### src/rtl/ulpi_tx_arbiter_pkg.sv
// Shared definitions for the ULPI transmit arbiter: handshake PIDs, grant codes,
// FSM state encodings and small mapping helpers.
package ulpi_tx_arbiter_pkg;

    localparam logic [3:0] PID_ACK   = 4'h2;
    localparam logic [3:0] PID_NAK   = 4'hA;
    localparam logic [3:0] PID_STALL = 4'hE;
    localparam logic [3:0] PID_NYET  = 4'h6;

    typedef enum logic [1:0] {
        GNT_NONE = 2'd0,
        GNT_HSK  = 2'd1,
        GNT_S0   = 2'd2,
        GNT_S1   = 2'd3
    } grant_e;

    typedef enum logic [4:0] {
        ST_IDLE = 5'b00001,
        ST_HSK  = 5'b00010,
        ST_SRC0 = 5'b00100,
        ST_SRC1 = 5'b01000,
        ST_GAP  = 5'b10000
    } state_e;

    function automatic grant_e src_grant(input logic idx);
        return idx ? GNT_S1 : GNT_S0;
    endfunction

    function automatic state_e src_state(input logic idx);
        return idx ? ST_SRC1 : ST_SRC0;
    endfunction

endpackage

### src/rtl/ulpi_tx_arbiter_arb_rr2.sv
// Two-way round-robin picker: the pointer names the preferred source when both
// request; it moves to the other source once a packet has been served.
module arb_rr2 (
    input  logic       clock,
    input  logic       reset,
    input  logic [1:0] req_i,
    input  logic       advance_i,
    input  logic       served_i,
    output logic       pick_valid_o,
    output logic       pick_idx_o
);

    logic ptr_q;
    logic ptr_d;

    // Pointer update and pick from current-cycle requests.
    always_comb begin
        ptr_d = ptr_q;
        if (advance_i) begin
            ptr_d = ~served_i;
        end else begin
            ptr_d = ptr_q;
        end
        pick_valid_o = |req_i;
        if (req_i == 2'b11) begin
            pick_idx_o = ptr_q;
        end else begin
            pick_idx_o = req_i[1];
        end
    end

    // Pointer register, starts on source 0.
    always_ff @(posedge clock) begin
        if (reset) begin
            ptr_q <= 1'b0;
        end else begin
            ptr_q <= ptr_d;
        end
    end

endmodule

### src/rtl/ulpi_tx_arbiter.sv
// Shares the ULPI encoder transmit stream between a handshake source and two data
// sources: whole-packet grants, handshake priority, round-robin data, fixed gap.
module ulpi_tx_arbiter
    import ulpi_tx_arbiter_pkg::*;
#(
    parameter int IPG_CYCLES = 8,
    parameter int GAP_BITS   = 4
) (
    input  logic       clock,
    input  logic       reset,
    input  logic       enable_i,
    input  logic       ulpi_dir,
    input  logic       hsk_tvalid,
    output logic       hsk_tready,
    input  logic [3:0] hsk_tuser,
    input  logic       s0_tvalid,
    output logic       s0_tready,
    input  logic       s0_tkeep,
    input  logic       s0_tlast,
    input  logic [3:0] s0_tuser,
    input  logic [7:0] s0_tdata,
    input  logic       s1_tvalid,
    output logic       s1_tready,
    input  logic       s1_tkeep,
    input  logic       s1_tlast,
    input  logic [3:0] s1_tuser,
    input  logic [7:0] s1_tdata,
    output logic       m_tvalid,
    input  logic       m_tready,
    output logic       m_tkeep,
    output logic       m_tlast,
    output logic [3:0] m_tuser,
    output logic [7:0] m_tdata,
    output logic [1:0] grant_o,
    output logic       busy_o
);

    localparam logic [GAP_BITS-1:0] GAP_LOAD = GAP_BITS'(IPG_CYCLES - 1);

    state_e              state_q, state_d;
    grant_e              grant_q, grant_d;
    logic [GAP_BITS-1:0] gap_q, gap_d;
    logic                busy_q, busy_d;

    logic rr_valid_s;
    logic rr_idx_s;
    logic rr_advance_s;
    logic rr_served_s;

    arb_rr2 u_rr (
        .clock        (clock),
        .reset        (reset),
        .req_i        ({s1_tvalid, s0_tvalid}),
        .advance_i    (rr_advance_s),
        .served_i     (rr_served_s),
        .pick_valid_o (rr_valid_s),
        .pick_idx_o   (rr_idx_s)
    );

    // Next-state, grant and gap counter computation.
    always_comb begin
        state_d      = state_q;
        grant_d      = grant_q;
        gap_d        = gap_q;
        rr_advance_s = 1'b0;
        rr_served_s  = 1'b0;
        case (state_q)
            ST_IDLE: begin
                // Link state and bus direction only gate new decisions.
                if (enable_i && !ulpi_dir && hsk_tvalid) begin
                    state_d = ST_HSK;
                    grant_d = GNT_HSK;
                end else if (enable_i && !ulpi_dir && rr_valid_s) begin
                    state_d = src_state(rr_idx_s);
                    grant_d = src_grant(rr_idx_s);
                end else begin
                    state_d = ST_IDLE;
                end
            end
            ST_HSK: begin
                if (m_tready) begin
                    state_d = ST_GAP;
                    grant_d = GNT_NONE;
                    gap_d   = GAP_LOAD;
                end else begin
                    state_d = ST_HSK;
                end
            end
            ST_SRC0, ST_SRC1: begin
                if (m_tvalid && m_tready && m_tlast) begin
                    state_d      = ST_GAP;
                    grant_d      = GNT_NONE;
                    gap_d        = GAP_LOAD;
                    rr_advance_s = 1'b1;
                    rr_served_s  = (state_q == ST_SRC1);
                end else begin
                    state_d = state_q;
                end
            end
            ST_GAP: begin
                if (gap_q == {GAP_BITS{1'b0}}) begin
                    state_d = ST_IDLE;
                end else begin
                    gap_d = gap_q - GAP_BITS'(1);
                end
            end
            default: begin
                state_d = ST_IDLE;
                grant_d = GNT_NONE;
                gap_d   = {GAP_BITS{1'b0}};
            end
        endcase
        busy_d = (state_d != ST_IDLE);
    end

    // State, grant, gap count and busy registers.
    always_ff @(posedge clock) begin
        if (reset) begin
            state_q <= ST_IDLE;
            grant_q <= GNT_NONE;
            gap_q   <= {GAP_BITS{1'b0}};
            busy_q  <= 1'b0;
        end else begin
            state_q <= state_d;
            grant_q <= grant_d;
            gap_q   <= gap_d;
            busy_q  <= busy_d;
        end
    end

    // Output mux steered by the registered grant; ungranted sources see no ready.
    always_comb begin
        m_tvalid   = 1'b0;
        m_tkeep    = 1'b0;
        m_tlast    = 1'b0;
        m_tuser    = 4'h0;
        m_tdata    = 8'h00;
        hsk_tready = 1'b0;
        s0_tready  = 1'b0;
        s1_tready  = 1'b0;
        case (grant_q)
            GNT_HSK: begin
                m_tvalid   = 1'b1;
                m_tlast    = 1'b1;
                m_tuser    = hsk_tuser;
                hsk_tready = m_tready;
            end
            GNT_S0: begin
                m_tvalid  = s0_tvalid;
                m_tkeep   = s0_tkeep;
                m_tlast   = s0_tlast;
                m_tuser   = s0_tuser;
                m_tdata   = s0_tdata;
                s0_tready = m_tready;
            end
            GNT_S1: begin
                m_tvalid  = s1_tvalid;
                m_tkeep   = s1_tkeep;
                m_tlast   = s1_tlast;
                m_tuser   = s1_tuser;
                m_tdata   = s1_tdata;
                s1_tready = m_tready;
            end
            default: begin
                m_tvalid = 1'b0;
            end
        endcase
    end

    assign grant_o = grant_q;
    assign busy_o  = busy_q;

endmodule

### config.mk
export PLATFORM = sky130hd
export DESIGN_NAME = ulpi_tx_arbiter
export DESIGN_NICKNAME = d
export VERILOG_FILES = /design/src/rtl/ulpi_tx_arbiter_pkg.sv /design/src/rtl/ulpi_tx_arbiter_arb_rr2.sv /design/src/rtl/ulpi_tx_arbiter.sv
export SDC_FILE = /design/constraint.sdc
export NUM_CORES = 1
export LEC_CHECK = 0
export ABC_AREA = 1
export BUFFER_PORTS_ARGS = -buffer_cell sky130_fd_sc_hd__buf_4
export CAP_MARGIN = 25
export CORE_AREA = 2 2 53 55
export CTS_CLUSTER_DIAMETER = 60
export DETAILED_ROUTE_END_ITERATION = 7
export DIE_AREA = 0 0 55 57
export GPL_ROUTABILITY_DRIVEN = 0
export PLACE_DENSITY = 0.78
export SLEW_MARGIN = 5
export SYNTH_ARGS = -nofsm -noshare
export SYNTH_HDL_FRONTEND = slang
export SYNTH_HIERARCHICAL = 1
export SYNTH_SLANG_ARGS = --single-unit
export TNS_END_PERCENT = 5
### constraint.sdc
create_clock -name clock -period 1.65 [get_ports clock]
set_input_delay 0.0825 -clock clock [delete_from_list [all_inputs] [get_ports clock]]
set_output_delay 0.0825 -clock clock [all_outputs]
set_load 0.01 [all_outputs]
# Word level (Yosys, flattened, before mapping)
# Cells that the tools add are included.
# totals
ff_bits	13
in_bits	40
out_inout_bits	21
elab_cells	64
# op_classes
addsub	1
n_eq_ne	14
muxes	30
bitwise	3
reduce_logical	11
# op_table
operator	count
$mux W4	6
$pmux W5 S4	1
$pmux W4 S4	1
$pmux W8 S2	1
$mux W5	3
$pmux W4 S3	1
$mux W1	9
$mux W2	4
$pmux W2 S4	1
$reduce_and A4 Y1	2
$eq A2 B2 Y1 const B	3
$ne A2 B2 Y1 const B	3
$pmux W1 S3	2
$eq A5 B1 Y1 const B	1
$eq A5 B2 Y1 const B	1
$eq A5 B3 Y1 const B	1
$eq A5 B4 Y1 const B	1
$eq A5 B5 Y1 const B	1
$logic_and A1 B1 Y1	5
$ne A5 B1 Y1 const B	1
$logic_not A4 Y1	1
$reduce_or A2 Y1	2
$sub A4 B1 Y4 const B	1
$ne A3 B3 Y1 const B	1
4 further kinds	6

# Depth between registers and ports, before layout
# logic_depth
ltp_word	7
depth_mapped	11
ltp_nobuf	10

# Hierarchy
# Netlist, hierarchy kept.
# by_module_without_submodules
module	n_inst	cells_per_inst	area_each_um2	seq_area_each_um2
ulpi_tx_arbiter	1	181	1029.7	240.2
arb_rr2	1	11	57.6	20.0

# Worst setup path before layout
# No wires, ideal clock.
# synth_path
path_type	flip-flop to flip-flop
start	register grant_q[1] (netlist: grant_o[1])
end	register gap_q[0]
setup_time_ps	113
t_arrival_ps	1274
required_time_ps	1537
setup_slack_ps	264
stages_incl_launch_ff	11
path_buffers	1
period_less_slack_ps	1386
path_cell_list	dfxtp_1 buf_4 inv_4 nor2_8 nand2_1 nand2_2 nand3_2 nand2_4 nand2_1 nor2_1 nor2_1
# synth_between
word_cells_on_any_way	9
cone_classes	eq/ne: 4; mux: 2; reduce/logical: 3
# synth_lines
element	line_no	source
start, declared	ulpi_tx_arbiter.sv:41	grant_e grant_q, grant_d;
start signal, assigned	ulpi_tx_arbiter.sv:125	grant_q <= grant_d;
$eq A2 B2 Y1 / $eq A2 B1 Y1 (equally long branches)	ulpi_tx_arbiter.sv:141	case (grant_q)
$pmux W1 S3 *	ulpi_tx_arbiter.sv:141	
net m_tlast	ulpi_tx_arbiter.sv:31	output logic m_tlast,
$logic_and A1 B1 Y1 *	ulpi_tx_arbiter.sv:90	if (m_tvalid && m_tready && m_tlast) begin
$ne A2 B2 Y1 (no line) *	n/a	
$reduce_and A4 Y1 (no line) *	n/a	
end signal, assigned	ulpi_tx_arbiter.sv:121	gap_q <= {GAP_BITS{1'b0}};
end signal, assigned	ulpi_tx_arbiter.sv:126	gap_q <= gap_d;
end, declared	ulpi_tx_arbiter.sv:42	logic [GAP_BITS-1:0] gap_q, gap_d;
# Mark *: on every way through the listed nets, which the timed path passes. The rest lies on a longest branch.
# A chain may end at the register's enable or synchronous reset.

# Worst setup path after layout
# layout_path
start	register gap_q[0]
end	register gap_q[0]
# layout_between
elab_chain_cells	3
word_cells_on_any_way	6
cone_classes	add/sub: 1; eq/ne: 1; mux: 2; reduce/logical: 2
# layout_rtl
element	line_no
$sub A4 B1 Y4 / $logic_not A4 Y1 (equally long branches)	ulpi_tx_arbiter.sv:104, ulpi_tx_arbiter.sv:101
$mux W4 / $ne A2 B2 Y1 (equally long branches)	n/a
$pmux W4 S4 / $reduce_and A4 Y1 (equally long branches)	n/a
# Several ways; a longest one is shown, not always the timed one. The select of a mux whose other input is x is not followed.

==> results_dict.tcl <==
set metrics [dict create \
    status "completed" \
    die_h_um 57 \
    antenna_found_initial 0 \
    synthTopCellsByArea "dfxtp_1 24%, nand2_1 20%, nand3_1 12%" \
    grt_usage_pct 19.6 \
    path_cells "inv_1 -> ha_1 -> nor3b_2 -> nand2_1 -> nand2_1 -> nor2_4 -> nand2_1 -> nor2_1 -> nor2_1" \
    synthAdderAreaFrac_pct 2.30 \
    route.detailed.wl_per_inst_um 10.5 \
    worstMarginPinSlew_ns 0.258 \
    setup_violations 0 \
    grt_pass1_wl_mm 4.67 \
    die-area_um2 3140 \
    share_seq_of_total_power_pct 32.4 \
    synthXorXnorAreaFrac_pct 1.61 \
    slowest_delay_ns 0.35 \
    worstPathMaxFanout 6 \
    startpoint "gap_q[0]$_SDFFE_PP0P_" \
    mostFrequentLayoutCells "63 x buf_4, 58 x nand2_1, 31 x nor2_1" \
    finalWirelength_mm 2.99 \
    rr_endpoint "gap_q[0]$_SDFFE_PP0P_" \
    internal_power_mw 0.709 \
    viasPerCell 4.76 \
    arrival_ns 1.67 \
    rows 19 \
    muxShareOfSynthArea_pct 0 \
    final_nets 297 \
    finalCriticalPeriod_ns 1.49 \
    grt_max_degree 17 \
    stdcell_area_um2 1610 \
    stdcell_count 285 \
    num-fill-cells 279 \
    syn-num-nets 234 \
    power_density_nw_per_um2 717 \
    worstSetupPathType "reg -> reg" \
    fin_ws_ns 0.157 \
    ys.warnings.count 6 \
    synth-compound-area-share_pct 5.29 \
    synth_top_area_share_pct 23.9 \
    ctsHoldBuffers 0 \
    tns_ns 0 \
    h-tree-depth 1 \
    drv_slew 0 \
    fmax_mhz 670 \
    start_util_pct 41.6 \
    max-clock-path-buffers 2 \
    synth.avg_cell_area_um2 5.66 \
    fp.coreArea_um2 2620 \
    fin_skew_ns 0.00444 \
    swShare_pct 38.6 \
    cp.depth 9 \
    first_pass_iters 4 \
    cp_num_buf_inv 1 \
    cts_made_buffers 3 \
    hpwlAfterDp_mm 2.40 \
    place_ws_ns 0.157 \
    clkPwrFrac_pct 17.9 \
    first_global_vias 1128 \
    synth_cells 192 \
    cp_top_family "simple AND/OR/NAND/NOR gates" \
    cts_root_buf "clkbuf_4" \
    cp.required_ns 1.83 \
    rsz0062_at_grt "no" \
    dp_cells 281 \
    clkTransAtPathRegs_ns 0.09 \
    cp-end-kind "flop" \
    fin_crit_sh_pct 90.5 \
    critPathMostFrequentCell "nand2_1" \
    route.detailed.drc 0 \
    synth-seq-cells 13 \
    slowest_stage "dfxtp_1" \
    cts.sinks 13 \
    max-slew-margin-rel_pct 82.7 \
    drv_cap 0 \
    vias 1357 \
    yosysSeqAreaShare_pct 23.9 \
    synth_top_area_cell "dfxtp_1" \
    syn-cell-area_um2 1090 \
    startpoint_type "flop" \
    crit_path_end "gap_q[0]$_SDFFE_PP0P_" \
    cts_tree "yes" \
    synth_top_family_by_area "simple AND/OR/NAND/NOR gates" \
    combPwrFrac_pct 49.7 \
    leakage_nw 0.901 \
    switchingPower_mw 0.445 \
    hold_viol 0 \
    synth_cell_type_count 27 \
    regArea_um2 262 \
    hp-class "in -> reg" \
    io_buffers 60 \
    peakVddDrop_uv 569 \
    drive_gt1_share_pct 31.9 \
    io_pins 61 \
    multi_input_area_um2 711 \
    ant_nets 0 \
    syn_to_final_growth_pct 48.1 \
    final_common_cell "buf_4" \
    dpl_cell_area_um2 1570 \
    die_x_um 55 \
    clock_latency_ns 0.28 \
    grt.overflow.total 0 \
    antenna_cells 0 \
    drt_iter0_markers 38 \
    r2r_cells 9 \
    synth-simple-area-share_pct 55.2 \
    reg2reg_from "gap_q[0]$_SDFFE_PP0P_" \
    r2r_slack_ns 0.16 \
]
==> metal layers <==
metal | vias up | GRT usage (%) | wire length [um] | part of all wire, %
li1 | 730 | - | - | -
met1 | 582 | 24.2 | 1290 | 43
met2 | 40 | 33.0 | 1400 | 47
met3 | 5 | 3.40 | 257 | 8.6
met4 | 0 | 7.67 | 39 | 1.3
met5 | - | 0 | 0 | 0
==> synth_stat cells <==
| master | count |
|---|---|
| nor3b_1 | 1 |
| nor2_4 | 1 |
| or2_1 | 1 |
| nor2_2 | 2 |
| clkbuf_1 | 3 |
| buf_4 | 2 |
| a21oi_1 | 7 |
| o21ai_0 | 1 |
| o211ai_1 | 1 |
| nand2_1 | 58 |
| nand3_1 | 27 |
| nand4_1 | 4 |
| nand2_4 | 1 |
| xnor2_1 | 1 |
| nand3_2 | 1 |
| nor3_1 | 3 |
| nor2_1 | 31 |
| ha_1 | 2 |
| inv_4 | 1 |
| nor4_1 | 1 |
| xor2_1 | 1 |
| nor2_8 | 1 |
| inv_2 | 5 |
| dfxtp_1 | 13 |
| inv_1 | 20 |
| o21ai_1 | 2 |
| nand2_2 | 1 |
==> power groups by stage <==
stage / clock network, mW / registers (mW) / logic (mW)
6_report: 0.206 / 0.374 / 0.574
3_5_place_dp: 0 / 0.381 / 0.567
5_1_grt: 0.221 / 0.380 / 0.643
4_1_cts: 0.211 / 0.373 / 0.570
2_1_floorplan: 0 / 0.369 / 0.336
3_3_place_gp: 0 / 0.379 / 0.562
==> worst min path at each step <==
stage	slack [ns]	cells past startpoint	endpoint	startpoint
after floorplan	0.15	1	gap_q[3]$_SDFFE_PP0P_	reset
after global placement	0.30	2	state_q[2]$_SDFF_PP0_	reset
after detailed placement	0.31	2	state_q[2]$_SDFF_PP0_	reset
after CTS	0.005	2	state_q[2]$_SDFF_PP0_	reset
after global routing	0.006	2	state_q[2]$_SDFF_PP0_	reset
final	0.005	2	state_q[2]$_SDFF_PP0_	reset
==> layout make-up <==
type | count | area share (%)
multi-input combinational | 148 | 44.1
timing repair buffer | 63 | 29.4
inverter | 26 | 6.22
clock buffer | 4 | 1.63
tap | 31 | 2.41
sequential | 13 | 16.2
==> stage by stage <==
step / total power, mW / utilization [%] / hold slack [ns]
CTS: 1.15 / 61.1 / 0.00484
detailed placement: 0.948 / 60.1 / 0.309
floorplan: 0.705 / - / 0.152
global placement: 0.942 / 60.1 / 0.304
finish: 1.15 / 61.6 / 0.00531
global route: 1.24 / 61.6 / 0.00585
==> sequential cells by signal (all words and copies together), names as in the netlist <==
register / cells
u_rr/ptr_q: 1
state_q: 5
busy_o: 1
gap_q: 4
grant_o: 2
==> cell families (layout without fill, tap and decap cells) <==
logic type               Yosys count  in the layout
AND/OR/NAND/NOR                  133            133
buffers and inverters             31             93
flip-flops                        13             13
AO/OA/AOI/OAI                     11             11
adder cells (fa/ha/maj)            2              2
XOR/XNOR                           2              2
==> repair_timing <==
| action | 4_1_cts | 5_1_grt |
|---|---|---|
| setup buffers | 0 | 0 |
| endpoints found under the setup margin | 0 | 3 |
| resized for setup | 0 | 3 |
Note: power is estimated with default switching activity, not from simulation.
